[src/rtl/pipe_hazard_ctrl_pkg.sv]
// Shared widths, reset PC, FSM encodings and the load-use compare for the hazard controller.
package pipe_hazard_ctrl_pkg;

  localparam int WORD_W    = 32;
  localparam int DIV_CNT_W = 6;

  localparam logic [WORD_W-1:0] PC_RST = 32'h1C00_0000;

  localparam logic [1:0] IC_FETCH      = 2'd0;
  localparam logic [1:0] IC_MISS       = 2'd1;
  localparam logic [1:0] IC_MISS_REDIR = 2'd2;
  localparam logic [1:0] IC_REDIR      = 2'd3;

  localparam logic [0:0] DIV_IDLE = 1'b0;
  localparam logic [0:0] DIV_BUSY = 1'b1;

  typedef struct packed {
    logic pc_stall;
    logic pc_redirect;
    logic if1_id_stall;
    logic if1_id_flush;
    logic id_ex_stall;
    logic id_ex_flush;
    logic ex_mem_stall;
    logic ex_mem_flush;
    logic mem_wb_stall;
  } ctrl_t;

  function automatic logic load_use(
    input logic       is_load,
    input logic [4:0] rd,
    input logic [4:0] rj,
    input logic       rj_used,
    input logic [4:0] rk,
    input logic       rk_used
  );
    return is_load && (rd != 5'd0) && ((rj_used && (rj == rd)) || (rk_used && (rk == rd)));
  endfunction

endpackage

[src/rtl/pipe_hazard_ctrl_div.sv]
// Divider occupancy counter: div_busy for DIV_LAT-1 cycles after a start accepted in IDLE.
// Latency: div_busy rises the cycle after start; registered state, no combinational path from start.
// Backpressure: none; starts seen while BUSY are dropped, dcache freezes do not pause the count.
module div_occupancy_cnt
  import pipe_hazard_ctrl_pkg::*;
#(
  parameter int DIV_LAT = 32
) (
  input  logic clk,
  input  logic rst,
  input  logic start,
  output logic div_busy
);

  localparam logic [DIV_CNT_W-1:0] CNT_LOAD = DIV_CNT_W'(DIV_LAT - 1);

  logic [0:0]           state_q;
  logic [DIV_CNT_W-1:0] cnt_q;

  always_ff @(posedge clk or posedge rst) begin
    if (rst) begin
      state_q <= DIV_IDLE;
      cnt_q   <= '0;
    end else if (state_q == DIV_IDLE) begin
      if (start) begin
        state_q <= DIV_BUSY;
        cnt_q   <= CNT_LOAD;
      end
    end else if (cnt_q == '0) begin
      state_q <= DIV_IDLE;
    end else begin
      cnt_q <= cnt_q - 1'b1;
    end
  end

  // The cnt==0 cycle is the result cycle, so it is deliberately not stalled.
  assign div_busy = (state_q == DIV_BUSY) && (cnt_q != '0);

endmodule

[src/rtl/pipe_hazard_ctrl.sv]
// Central stall/flush/redirect controller for the five-stage pipeline, incl. deferred redirect over ICache refill.
// Latency: all controls are Mealy outputs of the current inputs and state; deferred redirect fires 1 cycle after icache_ready.
// Backpressure: dcache_stall freezes every stage; REDIR is held until the redirect can actually be issued.
module pipe_hazard_ctrl
  import pipe_hazard_ctrl_pkg::*;
#(
  parameter int DIV_LAT = 32
) (
  input  logic              clk,
  input  logic              rst,
  input  logic              dcache_stall,
  input  logic              icache_miss,
  input  logic              icache_ready,
  input  logic              ex_branch_taken,
  input  logic [WORD_W-1:0] ex_branch_target,
  input  logic              ex_is_load,
  input  logic [4:0]        ex_rd,
  input  logic [4:0]        id_rj,
  input  logic [4:0]        id_rk,
  input  logic              id_rj_used,
  input  logic              id_rk_used,
  input  logic              ex_div_start,
  output logic              pc_stall,
  output logic              pc_redirect,
  output logic [WORD_W-1:0] pc_redirect_target,
  output logic              if1_id_stall,
  output logic              if1_id_flush,
  output logic              id_ex_stall,
  output logic              id_ex_flush,
  output logic              ex_mem_stall,
  output logic              ex_mem_flush,
  output logic              mem_wb_stall,
  output logic              div_busy
);

  logic [1:0]        ic_state_q, ic_state_d;
  logic [WORD_W-1:0] redir_q, redir_d;
  logic              lu;
  logic              ic_wait;
  logic              redir_go;
  ctrl_t             ctrl;

  div_occupancy_cnt #(.DIV_LAT(DIV_LAT)) u_div (
    .clk      (clk),
    .rst      (rst),
    .start    (ex_div_start),
    .div_busy (div_busy)
  );

  assign lu = load_use(ex_is_load, ex_rd, id_rj, id_rj_used, id_rk, id_rk_used);

  assign ic_wait = (ic_state_q == IC_MISS) || (ic_state_q == IC_MISS_REDIR) ||
                   ((ic_state_q == IC_FETCH) && icache_miss);

  // REDIR only retires once the redirect really reaches the PC; a fresh branch supersedes redir_q.
  assign redir_go = (ic_state_q == IC_REDIR) && !dcache_stall &&
                    (ex_branch_taken || (!div_busy && !lu));

  always_comb begin
    ic_state_d = ic_state_q;
    redir_d    = redir_q;
    case (ic_state_q)
      IC_FETCH: begin
        if (icache_miss) begin
          if (ex_branch_taken) begin
            ic_state_d = IC_MISS_REDIR;
            redir_d    = ex_branch_target;
          end else begin
            ic_state_d = IC_MISS;
          end
        end
      end
      IC_MISS: begin
        if (ex_branch_taken) begin
          redir_d    = ex_branch_target;
          ic_state_d = icache_ready ? IC_REDIR : IC_MISS_REDIR;
        end else if (icache_ready) begin
          ic_state_d = IC_FETCH;
        end
      end
      IC_MISS_REDIR: begin
        if (ex_branch_taken) redir_d = ex_branch_target;
        if (icache_ready)    ic_state_d = IC_REDIR;
      end
      default: begin
        if (redir_go) ic_state_d = IC_FETCH;
      end
    endcase
  end

  always_ff @(posedge clk or posedge rst) begin
    if (rst) begin
      ic_state_q <= IC_FETCH;
      redir_q    <= PC_RST;
    end else begin
      ic_state_q <= ic_state_d;
      redir_q    <= redir_d;
    end
  end

  always_comb begin
    ctrl               = '0;
    pc_redirect_target = ex_branch_taken ? ex_branch_target : redir_q;
    if (rst) begin
      pc_redirect_target = PC_RST;
    end else if (dcache_stall) begin
      ctrl.pc_stall     = 1'b1;
      ctrl.if1_id_stall = 1'b1;
      ctrl.id_ex_stall  = 1'b1;
      ctrl.ex_mem_stall = 1'b1;
      ctrl.mem_wb_stall = 1'b1;
    end else if (ex_branch_taken) begin
      // While a refill is outstanding the redirect is parked in redir_q and the PC holds.
      ctrl.pc_redirect  = (ic_state_q == IC_REDIR) || ((ic_state_q == IC_FETCH) && !icache_miss);
      ctrl.pc_stall     = !ctrl.pc_redirect;
      ctrl.if1_id_flush = 1'b1;
      ctrl.id_ex_flush  = 1'b1;
    end else if (div_busy) begin
      ctrl.pc_stall     = 1'b1;
      ctrl.if1_id_stall = 1'b1;
      ctrl.id_ex_stall  = 1'b1;
      ctrl.ex_mem_flush = 1'b1;
    end else if (lu) begin
      ctrl.pc_stall     = 1'b1;
      ctrl.if1_id_stall = 1'b1;
      ctrl.id_ex_flush  = 1'b1;
    end else if (ic_state_q == IC_REDIR) begin
      ctrl.pc_redirect  = 1'b1;
      ctrl.if1_id_flush = 1'b1;
    end else if (ic_wait) begin
      ctrl.pc_stall     = 1'b1;
      ctrl.if1_id_flush = 1'b1;
    end
  end

  assign pc_stall     = ctrl.pc_stall;
  assign pc_redirect  = ctrl.pc_redirect;
  assign if1_id_stall = ctrl.if1_id_stall;
  assign if1_id_flush = ctrl.if1_id_flush;
  assign id_ex_stall  = ctrl.id_ex_stall;
  assign id_ex_flush  = ctrl.id_ex_flush;
  assign ex_mem_stall = ctrl.ex_mem_stall;
  assign ex_mem_flush = ctrl.ex_mem_flush;
  assign mem_wb_stall = ctrl.mem_wb_stall;

endmodule

[config.mk]
export PLATFORM = sky130hd
export DESIGN_NAME = pipe_hazard_ctrl
export DESIGN_NICKNAME = d
export VERILOG_FILES = /design/src/rtl/pipe_hazard_ctrl_pkg.sv /design/src/rtl/pipe_hazard_ctrl_div.sv /design/src/rtl/pipe_hazard_ctrl.sv
export SDC_FILE = /design/constraint.sdc
export NUM_CORES = 1
export LEC_CHECK = 0
export CAP_MARGIN = 15
export CORE_ASPECT_RATIO = 0.6
export CORE_MARGIN = 4
export CORE_UTILIZATION = 40
export CTS_BUF_LIST = sky130_fd_sc_hd__clkbuf_8
export DETAILED_ROUTE_END_ITERATION = 12
export PLACE_DENSITY = 0.75
export SYNTH_ARGS = -nofsm -noshare
export SYNTH_HDL_FRONTEND = slang
export SYNTH_SLANG_ARGS = --single-unit
[constraint.sdc]
create_clock -name clk -period 3.2 [get_ports clk]
set_clock_uncertainty 0.15 [all_clocks]
set_input_delay 0.32 -clock clk [delete_from_list [all_inputs] [get_ports clk]]
set_output_delay 0.32 -clock clk [all_outputs]
set_load 0.05 [all_outputs]
==> impl_metrics.json <==
{
  "status": "finished, final reports clean",
  "gp_congestion": 0.798,
  "vias": 2062,
  "rr_startpoint": "u_div.cnt_q[0]$_DFFE_PP0P_",
  "grt.total_usage_pct": 17.0,
  "design_area_um2": 3670,
  "grt.busiest_layer": "met2",
  "utilization_pct": 63.5,
  "fin_crit_sh_pct": 90.9,
  "coreArea_um2": 5780,
  "synth_edf_count": 0,
  "wl_per_cell_um": 14.7,
  "diodes": 0,
  "cts_tree": "yes",
  "place_hpwl_mm": 4.70,
  "yosysTopAreaCell": "dfrtp_1",
  "gr-usage-met3_pct": 7.81,
  "numCtsBuffers": 5,
  "synth.net_count": 300,
  "crit_type": "input pin to output port",
  "cts_sinks": 41,
  "drv_slew": 0,
  "die_w_um": 109,
  "viasPerCell": 4.98,
  "area_growth_syn_to_layout_pct": 48.4,
  "drv_cap": 0,
  "io-pin-count": 99,
  "grt_setup_unrepaired": "false",
  "grtUsageMet1_pct": 21.5,
  "syn-instance-count": 236,
  "drive_gt1_share_pct": 30.5,
  "worst_setup_path_end_kind": "output port",
  "r2r_end": "ic_state_q[0]$_DFFE_PP0P_",
  "tightest_slew_ns": 0.614,
  "crit_path_max_incr_delay_ns": 0.52,
  "tns_ns": 0,
  "postCtsHoldBufs": 0,
  "max_freq_mhz": 344,
  "crit_fanout": 3,
  "syn_area_per_cell_um2": 10.5,
  "ant_nets": 0,
  "antenna_found_initial": 0,
  "yosysSeqAreaShare_pct": 41.6,
  "layout.nets": 397,
  "post-route-min-period_ns": 2.91,
  "yosys-top-cells-area": "dfrtp_1, mux2_2, mux2i_1",
  "portBuffers": 98,
  "grt_pass1_vias": 2060,
  "ys_ff_latch": 41,
  "worstSetupStartpointType": "input pin",
  "slowest_stage": "or4_1",
  "pre_cts_ws_ns": 0.257,
  "start_util_pct": 42.8,
  "cts_setup_buffers": 0,
  "min_path_cells": 1,
  "yosys_warnings": 0,
  "required_ns": 2.73,
  "grt_max_degree": 37,
  "placementRows": 21,
  "setup_viol": 0,
  "leakagePower_nw": 1.62,
  "clock_path_buffers": 2,
  "dieArea_um2": 7540,
  "holdCritPathClass": "flip-flop to flip-flop",
  "finalHoldViolCount": 0,
  "grt_util_met2_pct": 26.7,
  "min_from": "u_div.cnt_q[0]$_DFFE_PP0P_",
  "cp.arrival_ns": 2.44,
  "hold_end": "u_div.cnt_q[0]$_DFFE_PP0P_",
  "detail_route.first_pass.iterations": 4,
  "rr_worst_depth": 9,
  "cts_resized": 0,
  "synthArstFlopShare_pct": 100,
  "htreeDepth": 2,
  "setup_slack_ns": 0.290,
  "vdd_ir_drop_max_mv": 0.398,
  "grt_pass1_wl_mm": 9.80,
  "yosys-top-cells-count": "dfrtp_1, mux2i_1, mux2_2, nor2_1, nand2_1",
  "overflow": 0,
  "drc": 0,
  "syn_area_um2": 2470,
  "reg2reg_slack_ns": 0.35,
  "crit_chain": "clkdlybuf4s50_1, or4_1, o21ai_0, nand2b_1, a21oi_1, nor4_2, buf_12",
  "ys_types": 39,
  "place_area_um2": 3570,
  "dr.first_iter.drc_count": 32,
  "ys.flop_type": "dfrtp_1",
  "yosysMostFrequentCell": "dfrtp_1",
  "root_buffer": "clkbuf_8",
  "die_y_um": 68.9,
  "cts.clk_slew.worst_paths_ns": 0.07,
  "finalWirelength_mm": 6.08,
  "insertion_delay_ns": 0.29,
  "synth_top_area_share_pct": 38.5,
  "p_per_area_nw_per_um2": 663,
  "max-slew-margin-rel_pct": 58.9
}
-- registers in the layout, indices dropped and copies added, names as in the netlist --
register       cells
u_div.cnt_q        6
u_div.state_q      1
ic_state_q         2
redir_q           32
-- critical path: cells and delay by family --
family	cells	cell delay, ns
buffers and inverters	2	0.67
and+or+nand+nor	3	1.06
AOI/OAI and AO/OA	2	0.38
-- report_power, final --
group          internal (mW)  total, mW  switching [mW]
combinational          0.556       1.21           0.651
sequential             0.751      0.871           0.120
clock                  0.175      0.353           0.178
total                   1.48       2.43           0.950
-- metrics by stage --
step	power [mW]	hold WS, ns	instances
3_3_place_gp	2.06	0.329	406
4_1_cts	2.46	0.337	414
3_5_place_dp	2.09	0.326	406
2_1_floorplan	1.71	0.303	236
6_report	2.43	0.334	414
5_1_grt	2.59	0.378	414
-- worst max-delay path by stage --
stage	startpoint	end	slack (ns)	cells after the start
final	ex_rd[2]	pc_redirect	0.29	7
after global routing	ex_rd[1]	if1_id_flush	0.07	7
after CTS	ex_rd[2]	if1_id_flush	0.26	7
after detailed placement	ex_rd[2]	ic_state_q[0]$_DFFE_PP0P_	0.26	7
after global placement	ex_rd[2]	if1_id_flush	0.30	7
after floorplan	u_div.cnt_q[0]$_DFFE_PP0P_	id_ex_flush	0.10	7
-- cells by family (layout without fill, tap and decap cells) --
group / count (synthesis) / after routing / synth area share [%]
simple gates: 67 / 67 / 12.4
mux: 66 / 66 / 28.4
flops: 41 / 41 / 41.6
compound gates: 21 / 21 / 5.97
buf+inv: 21 / 119 / 3.44
xor+xnor: 13 / 13 / 4.61
fa+ha+maj: 7 / 7 / 3.54
-- cells in the final DEF (no fill, tap or decap), types with 2 or more instances in the layout --
master            n
nand2_1          16
nand2b_1          2
dfrtp_1          38
xor2_1            3
clkbuf_8          6
a21oi_1           8
o21ai_0           3
inv_1             6
mux2_2           32
buf_4            36
nand4_1           2
mux2i_1          33
nor2b_1           2
dfstp_2           3
nor3_1            3
buf_12           10
clkdlybuf4s50_1  56
nor2_1           32
xnor2_1          10
ha_1              7
-- layout make-up --
class                           count  area [um2]
Clock buffer                        6        82.6
Clock inverter                      2        13.8
Fill cell                         470        2110
Inverter                            8        32.5
Multi-Input combinational cell    174        1380
Sequential cell                    41        1030
Tap cell                           80         100
Timing Repair Buffer              103        1040
-- per-layer routing --
| layer | routed length (um) | part of all wire, % | vias up |
|---|---|---|---|
| met5 | 0 | 0 | - |
| met4 | 57 | 0.94 | 0 |
| met3 | 680 | 11 | 7 |
| met2 | 2570 | 42 | 78 |
| met1 | 2770 | 46 | 964 |
| li1 | - | - | 1013 |
Note: power is estimated with default switching activity, not from simulation.
